<file path="src/rtl/led_strip_driver_if.sv">
// led_strip_driver_if
//   Read port between the LED colour buffer and the strand driver.
//   master : driver side, issues the read address and consumes colour bytes.
//   slave  : buffer side, returns GRB bytes plus color_valid for that address.
// Signals:
//   next_led_request_address  buffer read address (driven by master)
//   green_in/red_in/blue_in   colour bytes for the current address
//   color_valid               colour bytes correspond to the current address
interface led_strip_driver_if #(
  parameter int LED_ADDRESS_WIDTH = 10
);
  logic [LED_ADDRESS_WIDTH-1:0] next_led_request_address;
  logic [7:0]                   green_in;
  logic [7:0]                   red_in;
  logic [7:0]                   blue_in;
  logic                         color_valid;

  modport master (
    output next_led_request_address,
    input  green_in,
    input  red_in,
    input  blue_in,
    input  color_valid
  );

  modport slave (
    input  next_led_request_address,
    output green_in,
    output red_in,
    output blue_in,
    output color_valid
  );
endinterface

</file>
<file path="src/rtl/led_strip_driver.sv">
// led_strip_driver
//   Serializes 24-bit GRB words from the LED colour buffer onto a WS2812-style
//   one-wire strand (pulse-width coded bits, MSB first), then holds the line
//   low for a latch gap and pulses frame_done.
// Ports:
//   clk_led     LED clock
//   rst         asynchronous, active-high reset
//   enable      run frames continuously while high
//   buf_if      colour buffer read port (address out, GRB + color_valid in)
//   strand_out  serial data to the strand
//   busy        high whenever the FSM is not idle
//   frame_done  one-cycle pulse when the latch gap ends
//
// state | meaning
// IDLE  | address held at 0, waiting for enable
// FETCH | waiting for color_valid on the requested address
// SEND  | shifting out the 24 bits of the current LED
// GAP   | strand held low for the latch/reset interval
module led_strip_driver #(
  parameter int NUM_LEDS          = 50,
  parameter int LED_ADDRESS_WIDTH = 10,
  parameter int BIT_PERIOD        = 125,
  parameter int T0H               = 40,
  parameter int T1H               = 80,
  parameter int RESET_CYCLES      = 6000
) (
  input  logic                    clk_led,
  input  logic                    rst,
  input  logic                    enable,
  led_strip_driver_if.master      buf_if,
  output logic                    strand_out,
  output logic                    busy,
  output logic                    frame_done
);

  localparam int CNT_MAX = (BIT_PERIOD > RESET_CYCLES) ? BIT_PERIOD : RESET_CYCLES;
  localparam int CW      = (CNT_MAX > 1) ? $clog2(CNT_MAX) : 1;
  localparam int LIW     = (NUM_LEDS > 1) ? $clog2(NUM_LEDS) : 1;

  localparam logic [1:0] S_IDLE  = 2'd0;
  localparam logic [1:0] S_FETCH = 2'd1;
  localparam logic [1:0] S_SEND  = 2'd2;
  localparam logic [1:0] S_GAP   = 2'd3;

  localparam logic [CW-1:0]  BIT_LAST = CW'(BIT_PERIOD - 1);
  localparam logic [CW-1:0]  GAP_LAST = CW'(RESET_CYCLES - 1);
  localparam logic [CW-1:0]  HIGH_0   = CW'(T0H);
  localparam logic [CW-1:0]  HIGH_1   = CW'(T1H);
  localparam logic [LIW-1:0] LED_LAST = LIW'(NUM_LEDS - 1);

  logic [1:0]     state_q, state_d;
  logic [23:0]    shift_q, shift_d;
  logic [4:0]     bit_q, bit_d;
  logic [CW-1:0]  cyc_q, cyc_d;
  logic [LIW-1:0] led_q, led_d;     // LED currently on the wire
  logic [LIW-1:0] addr_q, addr_d;   // LED requested from the buffer (prefetch)
  logic           strand_q, strand_d;
  logic           busy_q;
  logic           done_q, done_d;

  logic           load;
  logic [CW-1:0]  cyc_inc;
  logic [CW-1:0]  high_len;
  logic [LIW-1:0] addr_next;
  logic [23:0]    word_in;

  assign cyc_inc   = cyc_q + CW'(1);
  assign high_len  = shift_q[23] ? HIGH_1 : HIGH_0;
  assign addr_next = (addr_q == LED_LAST) ? '0 : addr_q + LIW'(1);
  assign word_in   = {buf_if.green_in, buf_if.red_in, buf_if.blue_in};

  always_comb begin
    state_d  = state_q;
    shift_d  = shift_q;
    bit_d    = bit_q;
    cyc_d    = cyc_q;
    led_d    = led_q;
    addr_d   = addr_q;
    strand_d = 1'b0;
    done_d   = 1'b0;
    load     = 1'b0;

    case (state_q)
      S_IDLE: begin
        addr_d = '0;
        if (enable) state_d = S_FETCH;
      end
      S_FETCH: begin
        if (buf_if.color_valid) load = 1'b1;
      end
      S_SEND: begin
        if (cyc_q != BIT_LAST) begin
          // registered output: the value for the next cycle's position in the bit
          cyc_d    = cyc_inc;
          strand_d = (cyc_inc < high_len);
        end else if (bit_q != 5'd23) begin
          shift_d  = {shift_q[22:0], 1'b0};
          bit_d    = bit_q + 5'd1;
          cyc_d    = '0;
          strand_d = 1'b1;
        end else if (led_q == LED_LAST) begin
          state_d = S_GAP;
          cyc_d   = '0;
        end else if (buf_if.color_valid) begin
          load = 1'b1;
        end else begin
          state_d = S_FETCH;
        end
      end
      S_GAP: begin
        if (cyc_q == GAP_LAST) begin
          done_d  = 1'b1;
          cyc_d   = '0;
          state_d = enable ? S_FETCH : S_IDLE;
        end else begin
          cyc_d = cyc_inc;
        end
      end
      default: state_d = S_IDLE;
    endcase

    // Loading a word starts its first bit high on the same edge and
    // immediately requests the following LED so the buffer latency is hidden.
    if (load) begin
      state_d  = S_SEND;
      shift_d  = word_in;
      bit_d    = '0;
      cyc_d    = '0;
      strand_d = 1'b1;
      led_d    = addr_q;
      addr_d   = addr_next;
    end
  end

  always_ff @(posedge clk_led or posedge rst) begin
    if (rst) begin
      state_q  <= S_IDLE;
      shift_q  <= '0;
      bit_q    <= '0;
      cyc_q    <= '0;
      led_q    <= '0;
      addr_q   <= '0;
      strand_q <= 1'b0;
      busy_q   <= 1'b0;
      done_q   <= 1'b0;
    end else begin
      state_q  <= state_d;
      shift_q  <= shift_d;
      bit_q    <= bit_d;
      cyc_q    <= cyc_d;
      led_q    <= led_d;
      addr_q   <= addr_d;
      strand_q <= strand_d;
      busy_q   <= (state_d != S_IDLE);
      done_q   <= done_d;
    end
  end

  assign buf_if.next_led_request_address = LED_ADDRESS_WIDTH'(addr_q);
  assign strand_out = strand_q;
  assign busy       = busy_q;
  assign frame_done = done_q;

endmodule

</file>
<file path="src/flat_wrapper.sv">
// flat-port wrapper written by rule: the top's interface ports become plain ports
module led_strip_driver_flat 
#(
  parameter int NUM_LEDS          = 50,
  parameter int LED_ADDRESS_WIDTH = 10,
  parameter int BIT_PERIOD        = 125,
  parameter int T0H               = 40,
  parameter int T1H               = 80,
  parameter int RESET_CYCLES      = 6000
)
  (clk_led, rst, enable, strand_out, busy, frame_done, buf_if_next_led_request_address, buf_if_green_in, buf_if_red_in, buf_if_blue_in, buf_if_color_valid);
  led_strip_driver_if #(.LED_ADDRESS_WIDTH(LED_ADDRESS_WIDTH)) buf_if_i ();
  input  logic clk_led;
  input  logic rst;
  input  logic enable;
  output logic strand_out;
  output logic busy;
  output logic frame_done;
  output wire logic [$bits(buf_if_i.next_led_request_address)-1:0] buf_if_next_led_request_address;
  input wire logic [$bits(buf_if_i.green_in)-1:0] buf_if_green_in;
  input wire logic [$bits(buf_if_i.red_in)-1:0] buf_if_red_in;
  input wire logic [$bits(buf_if_i.blue_in)-1:0] buf_if_blue_in;
  input wire logic [$bits(buf_if_i.color_valid)-1:0] buf_if_color_valid;
  assign buf_if_next_led_request_address = buf_if_i.next_led_request_address;
  assign buf_if_i.green_in = buf_if_green_in;
  assign buf_if_i.red_in = buf_if_red_in;
  assign buf_if_i.blue_in = buf_if_blue_in;
  assign buf_if_i.color_valid = buf_if_color_valid;
  led_strip_driver #(.NUM_LEDS(NUM_LEDS), .LED_ADDRESS_WIDTH(LED_ADDRESS_WIDTH), .BIT_PERIOD(BIT_PERIOD), .T0H(T0H), .T1H(T1H), .RESET_CYCLES(RESET_CYCLES)) u_core (.clk_led(clk_led), .rst(rst), .enable(enable), .buf_if(buf_if_i), .strand_out(strand_out), .busy(busy), .frame_done(frame_done));
endmodule
</file>
<file path="config.mk">
export PLATFORM = sky130hd
export DESIGN_NAME = led_strip_driver_flat
export DESIGN_NICKNAME = d
export VERILOG_FILES = /design/src/rtl/led_strip_driver_if.sv /design/src/rtl/led_strip_driver.sv /design/src/flat_wrapper.sv
export SDC_FILE = /design/constraint.sdc
export NUM_CORES = 1
export LEC_CHECK = 0
export ABC_AREA = 1
export BUFFER_PORTS_ARGS = -buffer_cell sky130_fd_sc_hd__buf_2
export CAP_MARGIN = 5
export CORE_MARGIN = 2
export CORE_UTILIZATION = 30
export CTS_CLUSTER_DIAMETER = 100
export CTS_CLUSTER_SIZE = 25
export DETAILED_ROUTE_END_ITERATION = 12
export SYNTH_ARGS = -nofsm -noshare
export SYNTH_HDL_FRONTEND = slang
export SYNTH_SLANG_ARGS = --single-unit
</file>
<file path="constraint.sdc">
create_clock -name clk_led -period 5.4 [get_ports clk_led]
set_clock_uncertainty 0.15 [all_clocks]
set_input_delay 1.08 -clock clk_led [delete_from_list [all_inputs] [get_ports clk_led]]
set_output_delay 1.08 -clock clk_led [all_outputs]
set_load 0.05 [all_outputs]
</file>
==> results of run 1 <==
[worst max-delay path by stage]
stage	depth (start not counted)	end	from
CTS	5	u_core.cyc_q[2]$_DFFE_PP0P_	u_core.state_q[0]$_DFF_PP0_
global route	6	u_core.shift_q[0]$_DFFE_PP0P_	u_core.state_q[0]$_DFF_PP0_
global placement	9	u_core.shift_q[0]$_DFFE_PP0P_	buf_if_color_valid
floorplan	1	u_core.addr_q[0]$_DFFE_PP0P_	rst
detailed placement	9	u_core.shift_q[0]$_DFFE_PP0P_	buf_if_color_valid
finish	5	u_core.bit_q[2]$_DFFE_PP0P_	u_core.state_q[0]$_DFF_PP0_
[cell families (layout without fill, tap and decap cells)]
group | count (synthesis) | count (layout) | synth area share
AO/OA/AOI/OAI | 33 | 33 | 0.0424
XOR/XNOR | 6 | 6 | 0.0131
adder cells (fa/ha/maj) | 13 | 13 | 0.0405
buffers and inverters | 87 | 110 | 0.117
flip-flops | 59 | 59 | 0.368
other | 1 | 4 | 0.000935
AND/OR/NAND/NOR | 361 | 361 | 0.418
[metal layers]
layer  wire [um]  track usage  share of wire
met5           0            0              0
met4         108       0.0375          0.011
met2        4450        0.221           0.47
met1        4370        0.185           0.46
met3         500       0.0271          0.053
[state kept, by name (all words and copies together), names as in the netlist]
name / count
u_core.bit_q: 5
u_core.strand_out: 1
u_core.addr_q: 6
u_core.state_q: 2
u_core.frame_done: 1
u_core.shift_q: 24
u_core.cyc_q: 13
u_core.led_q: 6
u_core.busy: 1
[power breakdown]
part           switching [mW]  internal, mW  total, mW
Sequential              0.145         0.606      0.751
Combinational           0.589         0.272      0.861
Clock                   0.209         0.324      0.533
Total                   0.944          1.20       2.15
[area by class of cell]
cell class / instances / area, um2
inverters: 57 / 214
repair buffers: 37 / 188
clock inverters: 5 / 37.5
multi-input cells: 417 / 2080
clock buffers: 11 / 243
flip-flops and latches: 59 / 1480
well taps: 176 / 220
fillers: 1448 / 8680
[metrics by stage]
step	cells	power, mW	util
2_1_floorplan	563	1.47	-
3_3_place_gp	746	1.59	0.318
3_5_place_dp	746	1.62	0.318
4_1_cts	762	2.16	0.339
5_1_grt	762	2.33	0.339
6_report	762	2.15	0.339
[worst reg2reg max path, delay by kind of cell (launching register included)]
family | cells | cell delay, ps
fa+ha+maj | 1 | 970
simple gates | 2 | 730
buf+inv | 2 | 630
flops | 1 | 440
[Yosys cell counts, types with 3 or more instances]
master    instances
a21oi_1          21
o21ai_1           6
buf_6             6
buf_2             8
nand3b_1         23
inv_2             5
nand4_1          20
dfrtp_1          59
buf_4             8
buf_12            3
ha_1             13
inv_1            52
nor2_1           32
o21ai_0           4
nand3_1          70
nand2_1         202
xor2_1            4
clkbuf_1          3
==> flow_summary.ini, run 1 <==
[outcome]
status = completed

[finish]
drive_above_1_share = 0.118
nets = 622
antenna_cells = 0
finalInstanceArea_um2 = 4460
most-common-layout-cells = 202 x nand2_1, 70 x nand3_1, 59 x dfrtp_1
areaGrowthSynthToFinish_pct = 11.0
layout_commonest_cell = nand2_1

[floorplan]
row_count = 42
die_x_um = 120
coreArea_um2 = 13100
dieArea_um2 = 14300
initial_core_util = 0.305
num_io_pins = 41
die_h_um = 120

[logic_synthesis]
synth_top_cell_area_share = 0.368
synth_area_leaders = dfrtp_1 37%, nand2_1 19%, nand3_1 8.7%
async_reset_ff_frac = 1.00
synth-edff-count = 0
ys_seq_elements = 59
ys_warn_count = 0
syn_area_per_cell_um2 = 7.17
synth.largest_area_cell = dfrtp_1
ys.flop_type = dfrtp_1
synthCells = 560
ys_types = 34
ys_seq_area_frac = 0.368
synth_area_um2 = 4010

[clocking]
postCtsSetupRepairBufs = 0
cts_buffers = 9
cts_buffer_depth = 2
path_clk_slew_ps = 60
cts_root_buf = clkbuf_16
ctsResizeCount = 0
cts_tree = built
cts-htree-levels = 3
holdBufCountCts = 0
clk_latency_ps = 320
clock-sinks = 59

[sta]
setup_viol = 0
relSlewSlack = 0.326
rsz0062_at_grt = no
hold_viol = 0
hold_slack_ps = 346
min_period_over_period = 0.565
fin_setup_tns_ps = 0
worstMarginPinSlew_ps = 1010
maxSlewViolCount = 0
setup_slack_ps = 2350
fmax_ghz = 0.327
post-route-min-period_ps = 3050

[worst_setup_path]
path_class = reg -> reg
critPathArrivalTime_ps = 3090
rr_worst_depth = 5
cp-start-kind = register
r2r_end = u_core.bit_q[2]$_DFFE_PP0P_
crit_chain = inv_1 > ha_1 > nand2_4 > inv_2 > nor2_1
crit_family = adder cells
slowest_stage = ha_1
endpoint_kind = register
critPathMaxStageDelay_ps = 970
r2r_start = u_core.state_q[0]$_DFF_PP0_
crit_fanout = 71
ff2ff_setup_slack_ps = 2350
cp_num_buf_inv = 2
worstPathRequired_ps = 5440

[global_route]
grtUsageTotal = 0.136
antenna_found_initial = 0
grt_pass1_vias = 3338
grt_overflow = 0
grt_pass1_wl_um = 16000
grt_max_degree = 72

[worst_hold_path]
hold_path_end = u_core.led_q[1]$_DFFE_PP0P_
holdCritPathClass = reg -> reg
hold_depth = 2
worstHoldStart = u_core.led_q[1]$_DFFE_PP0P_

[drt]
dr.first_iter.drc_count = 243
via_per_inst = 4.83
vias = 3682
drc = 0
drt-total-wl_um = 9420
wl_per_cell_um = 12.4
postRouteAntennaNets = 0
first_pass_iters = 7

[place]
dpl.hpwl_um = 6500
place_area_um2 = 4180
dp_slack_ps = 2260
port_buffers = 36
gp_congestion = 0.860

[pwr]
cellPowerDensity_nw_per_um2 = 482
leakage_nw = 2.33
irDropWorstVdd_uv = 257

[flow_run]
maxCapViolations = 0
Note: power is estimated with default switching activity, not from simulation.
==> run 2, diff against run 1 <==
==> constraint.sdc (replaced) <==
create_clock -name clk_led -period 2.7 [get_ports clk_led]
set_clock_uncertainty 0.15 [all_clocks]
set_input_delay 0.54 -clock clk_led [delete_from_list [all_inputs] [get_ports clk_led]]
set_output_delay 0.54 -clock clk_led [all_outputs]
set_load 0.05 [all_outputs]
==> flow_summary.ini, run 2 (synthesized netlist as in run 1, its figures left out) <==
[pwr]
p_seq_frac = 0.337
leakage_nw = 2.37
switchingPower_mw = 1.94
pwr-share-comb = 0.399
irDropWorstVdd_uv = 580
swShare = 0.435
p_int_mw = 2.51
clockPowerShare = 0.265
cellPowerDensity_nw_per_um2 = 980

[clocking]
ctsResizeCount = 0
clk_latency_ps = 340
cts_root_buf = clkbuf_16
cts-htree-levels = 3
cts_buffer_depth = 2
cts_buffers = 9
cts_tree = built
path_clk_slew_ps = 60
postCtsSetupRepairBufs = 0
clock-sinks = 59
holdBufCountCts = 0

[worst_setup_path]
critPathMaxStageDelay_ps = 410
critPathArrivalTime_ps = 2330
worstPathRequired_ps = 2770
endpoint_kind = register
crit_fanout = 28
cp-start-kind = register
path_class = reg -> reg
slowest_stage = dfrtp_1
cp_common_cell = nand2_1
crit_chain = ha_1 > nand2_1 > nor3_4 > inv_2 > nor2_2 > nand3_2 > nand2_4 > buf_4 > nand3b_1 > nand2_1 > nand2_1

[global_route]
antenna_found_initial = 0
grtUsageTotal = 0.138
grt_pass1_vias = 3390
grt_pass1_wl_um = 16100
grt_max_degree = 60
grt_overflow = 0

[floorplan]
dieArea_um2 = 14300
num_io_pins = 41
row_count = 42
die_x_um = 120
coreArea_um2 = 13100
die_h_um = 120
initial_core_util = 0.305

[drt]
first_pass_iters = 5
drt-total-wl_um = 9510
drc = 0
vias = 3648
via_per_inst = 4.75
dr.first_iter.drc_count = 220
wl_per_cell_um = 12.4
postRouteAntennaNets = 0

[finish]
layout_commonest_cell = nand2_1
regMostFlops = u_core.shift_q
antenna_cells = 0
largestRegisters = u_core.shift_q (24), u_core.cyc_q (13)
fill_cells = 1431
largest_reg_flops = 24
areaGrowthSynthToFinish_pct = 13.0
register_area_um2 = 1480
multi_input_area_um2 = 2080
drive_above_1_share = 0.128
most-common-layout-cells = 202 x nand2_1, 70 x nand3_1, 59 x dfrtp_1
nets = 628

[sta]
rsz0062_at_grt = no
relSlewSlack = 0.652
setup_slack_ps = 440
min_period_over_period = 0.837
worstMarginPinSlew_ps = 521
maxSlewViolCount = 0
setup_viol = 0
fin_setup_tns_ps = 0
post-route-min-period_ps = 2260
hold_viol = 0
fmax_ghz = 0.442
hold_slack_ps = 108

[flow_run]
maxCapViolations = 0

[place]
gp_congestion = 0.932
dpl.hpwl_um = 6380
dp_slack_ps = 462
port_buffers = 36

[worst_hold_path]
holdCritPathClass = in -> async

[outcome]
status = completed
==> run 2: cell count changes in the layout (fill, tap and decap cells not counted), sizes merged <==
cell / previous run / this run
clkbuf: 11 / 9
clkinvlp: 2 / 3
buf: 37 / 43
bufinv: 0 / 1
inv: 58 / 59
clkinv: 2 / 1
==> run 2: layout make-up <==
type                            instances  area share
Timing Repair Buffer                   43      0.0541
Clock inverter                          7      0.0166
Sequential cell                        59       0.326
Clock buffer                            9      0.0497
Tap cell                              176      0.0486
Multi-Input combinational cell        417       0.458
Inverter                               57      0.0472
==> run 2: through the flow <==
step | power (mW) | utilization | std cells | cell area, um2
2_1_floorplan | 2.95 | - | 563 | 4020
3_3_place_gp | 3.24 | 0.322 | 752 | 4230
4_1_cts | 4.48 | 0.345 | 768 | 4530
3_5_place_dp | 3.28 | 0.322 | 752 | 4230
5_1_grt | 4.80 | 0.345 | 768 | 4530
6_report | 4.44 | 0.345 | 768 | 4530
==> run 2: metal layers <==
| metal | global-route usage | vias up | share of wire |
|---|---|---|---|
| met1 | 0.183 | 1691 | 0.46 |
| met4 | 0.0397 | 0 | 0.0099 |
| li1 | - | 1844 | - |
| met3 | 0.0328 | 9 | 0.053 |
| met2 | 0.225 | 104 | 0.47 |
| met5 | 0 | - | 0 |
==> run 2: path summary, 6_finish.rpt <==
path,slack [ps],cells past startpoint,start,endpoint
max in group asynchronous,2010,3,rst,u_core.cyc_q[3]$_DFFE_PP0P_
hold / removal,110,3,rst,u_core.shift_q[4]$_DFFE_PP0P_
min in group clk_led,260,3,buf_if_blue_in[0],u_core.shift_q[0]$_DFFE_PP0P_
setup reg to reg,440,11,u_core.bit_q[0]$_DFFE_PP0P_,u_core.shift_q[4]$_DFFE_PP0P_
hold reg to reg,340,2,u_core.led_q[1]$_DFFE_PP0P_,u_core.led_q[1]$_DFFE_PP0P_
setup / recovery,440,11,u_core.bit_q[0]$_DFFE_PP0P_,u_core.shift_q[4]$_DFFE_PP0P_
==> run 2: worst max-delay path, delay by kind of cell, from the launching register on <==
kind | cells | cell delay, ps
and+or+nand+nor | 8 | 940
buffers and inverters | 2 | 410
DFF | 1 | 410
adders and majority gates | 1 | 250
==> run 2: power groups by stage <==
stage                     Sequential [mW]  Combinational, mW  Clock (mW)
after floorplan                      1.49               1.46           0
after global placement               1.49               1.75           0
after detailed placement             1.50               1.78           0
after CTS                            1.49               1.78        1.21
after global routing                 1.54               2.02        1.24
final                                1.50               1.77        1.18
==> run 3, diff against run 2 <==
--- a/config.mk
+++ b/config.mk
@@ -5,7 +5,7 @@
 export SDC_FILE = /design/constraint.sdc
 export NUM_CORES = 1
 export LEC_CHECK = 0
-export ABC_AREA = 1
+export ABC_AREA = 0
 export BUFFER_PORTS_ARGS = -buffer_cell sky130_fd_sc_hd__buf_2
 export CAP_MARGIN = 5
 export CORE_MARGIN = 2
==> constraint.sdc (replaced) <==
create_clock -name clk_led -period 1.9 [get_ports clk_led]
set_clock_uncertainty 0.15 [all_clocks]
set_input_delay 0.38 -clock clk_led [delete_from_list [all_inputs] [get_ports clk_led]]
set_output_delay 0.38 -clock clk_led [all_outputs]
set_load 0.05 [all_outputs]
==> flow_summary.ini, run 3 <==
[global_route]
grt_pass1_wl_um = 16400
use_met1 = 0.212
antenna_found_initial = 0
grt_most_used_layer = met2
grt_overflow = 0
use_met2 = 0.270
grt_use_met3 = 0.0459
grt_pass1_vias = 3336
grt_max_degree = 51
grtUsageTotal = 0.165

[clocking]
clock-sinks = 59
cts_root_buf = clkbuf_16
cts_tree = built
cts_buffer_depth = 2
cts_buffers = 9
clk_latency_ps = 340
path_clk_slew_ps = 60
cts-htree-levels = 3

[finish]
drive_above_1_share = 0.444
multi_input_area_um2 = 2230
antenna_cells = 0
nets = 550
layout_commonest_cell = nand2_1
areaGrowthSynthToFinish_pct = 55.3
largest_reg_flops = 24
register_area_um2 = 1480
regMostFlops = u_core.shift_q
largestRegisters = u_core.shift_q (24), u_core.cyc_q (13)
utilization = 0.472
fill_cells = 1009
most-common-layout-cells = 74 x nand2_1, 66 x buf_4, 59 x dfrtp_1

[worst_hold_path]
hold_path_end = u_core.shift_q[0]$_DFFE_PP0P_
hold_depth = 3
worstHoldStart = buf_if_blue_in[0]
holdCritPathClass = in -> reg

[sta]
maxSlewViolCount = 0
setup_slack_ps = -321
rsz0062_at_grt = yes
hold_viol = 0
post-route-min-period_ps = 2220
setup_viol = 58
fmax_ghz = 0.450
min_period_over_period = 1.17

[worst_setup_path]
slowest_stage = dfrtp_1
ff2ff_setup_slack_ps = -320
r2r_start = u_core.cyc_q[0]$_DFFE_PP0P_
crit_chain = inv_2 > ha_4 > nor4bb_4 > buf_4 > and4b_2 > a21boi_4 > buf_4 > buf_12 > nor2_1 > a31oi_1
critPathMaxStageDelay_ps = 380
cp_common_cell = buf_4
r2r_end = u_core.shift_q[16]$_DFFE_PP0P_
path_class = reg -> reg
crit_start = u_core.cyc_q[0]$_DFFE_PP0P_
crit_family = buffers and inverters
worstPathRequired_ps = 2010
critPathArrivalTime_ps = 2330
cp.depth = 10
cp-start-kind = register
endpoint_kind = register
crit_fanout = 13
rr_worst_depth = 10
cp_num_buf_inv = 4

[logic_synthesis]
synth_compound_area_frac = 0.146
ys_seq_area_frac = 0.431
synth-edff-count = 0
synthAdderAreaFrac = 0.0475
async_reset_ff_frac = 1.00
ys.flop_type = dfrtp_1
ys_types = 56
yosysMostFrequentCell = nand2_1
synth_area_um2 = 3430
synth_top_family_by_area = simple AND/OR/NAND/NOR gates
ys_seq_elements = 59
synth_mux_area_frac = 0.00584
ys_warn_count = 0
synth_area_leaders = dfrtp_1 43%, nand2_1 9.7%, ha_1 4.7%
yosys.area_share.simple = 0.300
synthCells = 392
synth_top_cell_area_share = 0.431
synth.largest_area_cell = dfrtp_1
syn_area_per_cell_um2 = 8.74
synth_common_cells = 89 x nand2_1, 59 x dfrtp_1, 42 x nor2_1, 25 x a31oi_1, 22 x nand3_1
synthXorXnorAreaFrac = 0.0204

[pwr]
leakage_nw = 2.54
cellPowerDensity_nw_per_um2 = 591
irDropWorstVdd_uv = 543

[floorplan]
num_io_pins = 41
dieArea_um2 = 12300
initial_core_util = 0.304
die_x_um = 111
die_h_um = 111
row_count = 39
coreArea_um2 = 11300

[flow_run]
maxCapViolations = 0

[drt]
first_pass_iters = 4
vias = 3343
drt-total-wl_um = 10500
postRouteAntennaNets = 0
via_per_inst = 5.09
dr.first_iter.drc_count = 195
drc = 0
wl_per_cell_um = 16.1

[place]
dp_slack_ps = -335
dpl.hpwl_um = 6320
port_buffers = 36
gp_congestion = 0.815

[outcome]
violations = negative setup slack
status = finished with violations
-- run 3: cell types whose count changed in the layout (fill, tap and decap cells not counted), moves of 11 or more --
cell	delta
inv_1	-44
nand2_1	-128
nand3b_1	-21
buf_4	+60
a21oi_1	-19
nand3_1	-52
a31oi_1	+25
nand4_1	-15
a21oi_2	+11
buf_6	+11
-- run 3: layout make-up --
class,instances,area share
clock buffers,9,0.0423
clock inverters,7,0.0186
inverters,10,0.00776
multi-input cells,302,0.418
flip-flops and latches,59,0.277
well taps,143,0.0336
repair buffers,127,0.202
-- run 3: layer usage --
metal / vias up / share of wire / routed length, um
li1: 1598 / - / -
met1: 1647 / 0.43 / 4580
met2: 78 / 0.51 / 5350
met3: 20 / 0.034 / 362
met4: 0 / 0.025 / 261
met5: - / 0 / 0
-- run 3: worst max path at each step --
stage	endpoint	slack (ps)
after global placement	u_core.strand_out$_DFF_PP0_	-290
after CTS	u_core.cyc_q[0]$_DFFE_PP0P_	-280
after floorplan	u_core.busy$_DFF_PP0_	-230
after detailed placement	u_core.state_q[0]$_DFF_PP0_	-340
final	u_core.shift_q[16]$_DFFE_PP0P_	-320
after global routing	u_core.addr_q[5]$_DFFE_PP0P_	-430
-- run 3: tightest hold or removal path, stage by stage --
cell and delay (ps):
buf_2 80, nand2_1 40, nand2_1 50
-- run 3: through the flow --
step | power (mW) | instance area [um2] | setup TNS (ps) | cells | hold slack, ps
2_1_floorplan | 1.32 | 3520 | -6530 | 395 | 279
3_3_place_gp | 1.36 | 4210 | -9790 | 612 | 246
3_5_place_dp | 1.36 | 4210 | -11870 | 612 | 247
4_1_cts | 3.15 | 4980 | -11390 | 650 | 91.1
5_1_grt | 3.25 | 5320 | -21330 | 657 | 97.3
6_report | 3.15 | 5320 | -15410 | 657 | 96.6
-- run 3: power breakdown --
| group | internal (mW) | switching (mW) |
|---|---|---|
| Sequential | 1.26 | 0 |
| Clock | 1.16 | 0.649 |
| Combinational | 0.0270 | 0.0568 |
| Total | 2.44 | 0.706 |
-- run 3: what timing repair did --
action,CTS,global route
cloned,2,2
resized for setup,57,63
hold buffers,1,0
setup buffers,19,7
endpoints found under the hold margin,15,0
pin swaps,21,25
endpoints found under the setup margin,57,58
-- run 3: logic make-up after synthesis --
kind of cell,count (synthesis)
and+or+nand+nor,199
AOI/OAI and AO/OA,76
DFF,59
buffers and inverters,34
adders and majority gates,13
xor gates and xnor gates,8
muxes,2
other,1
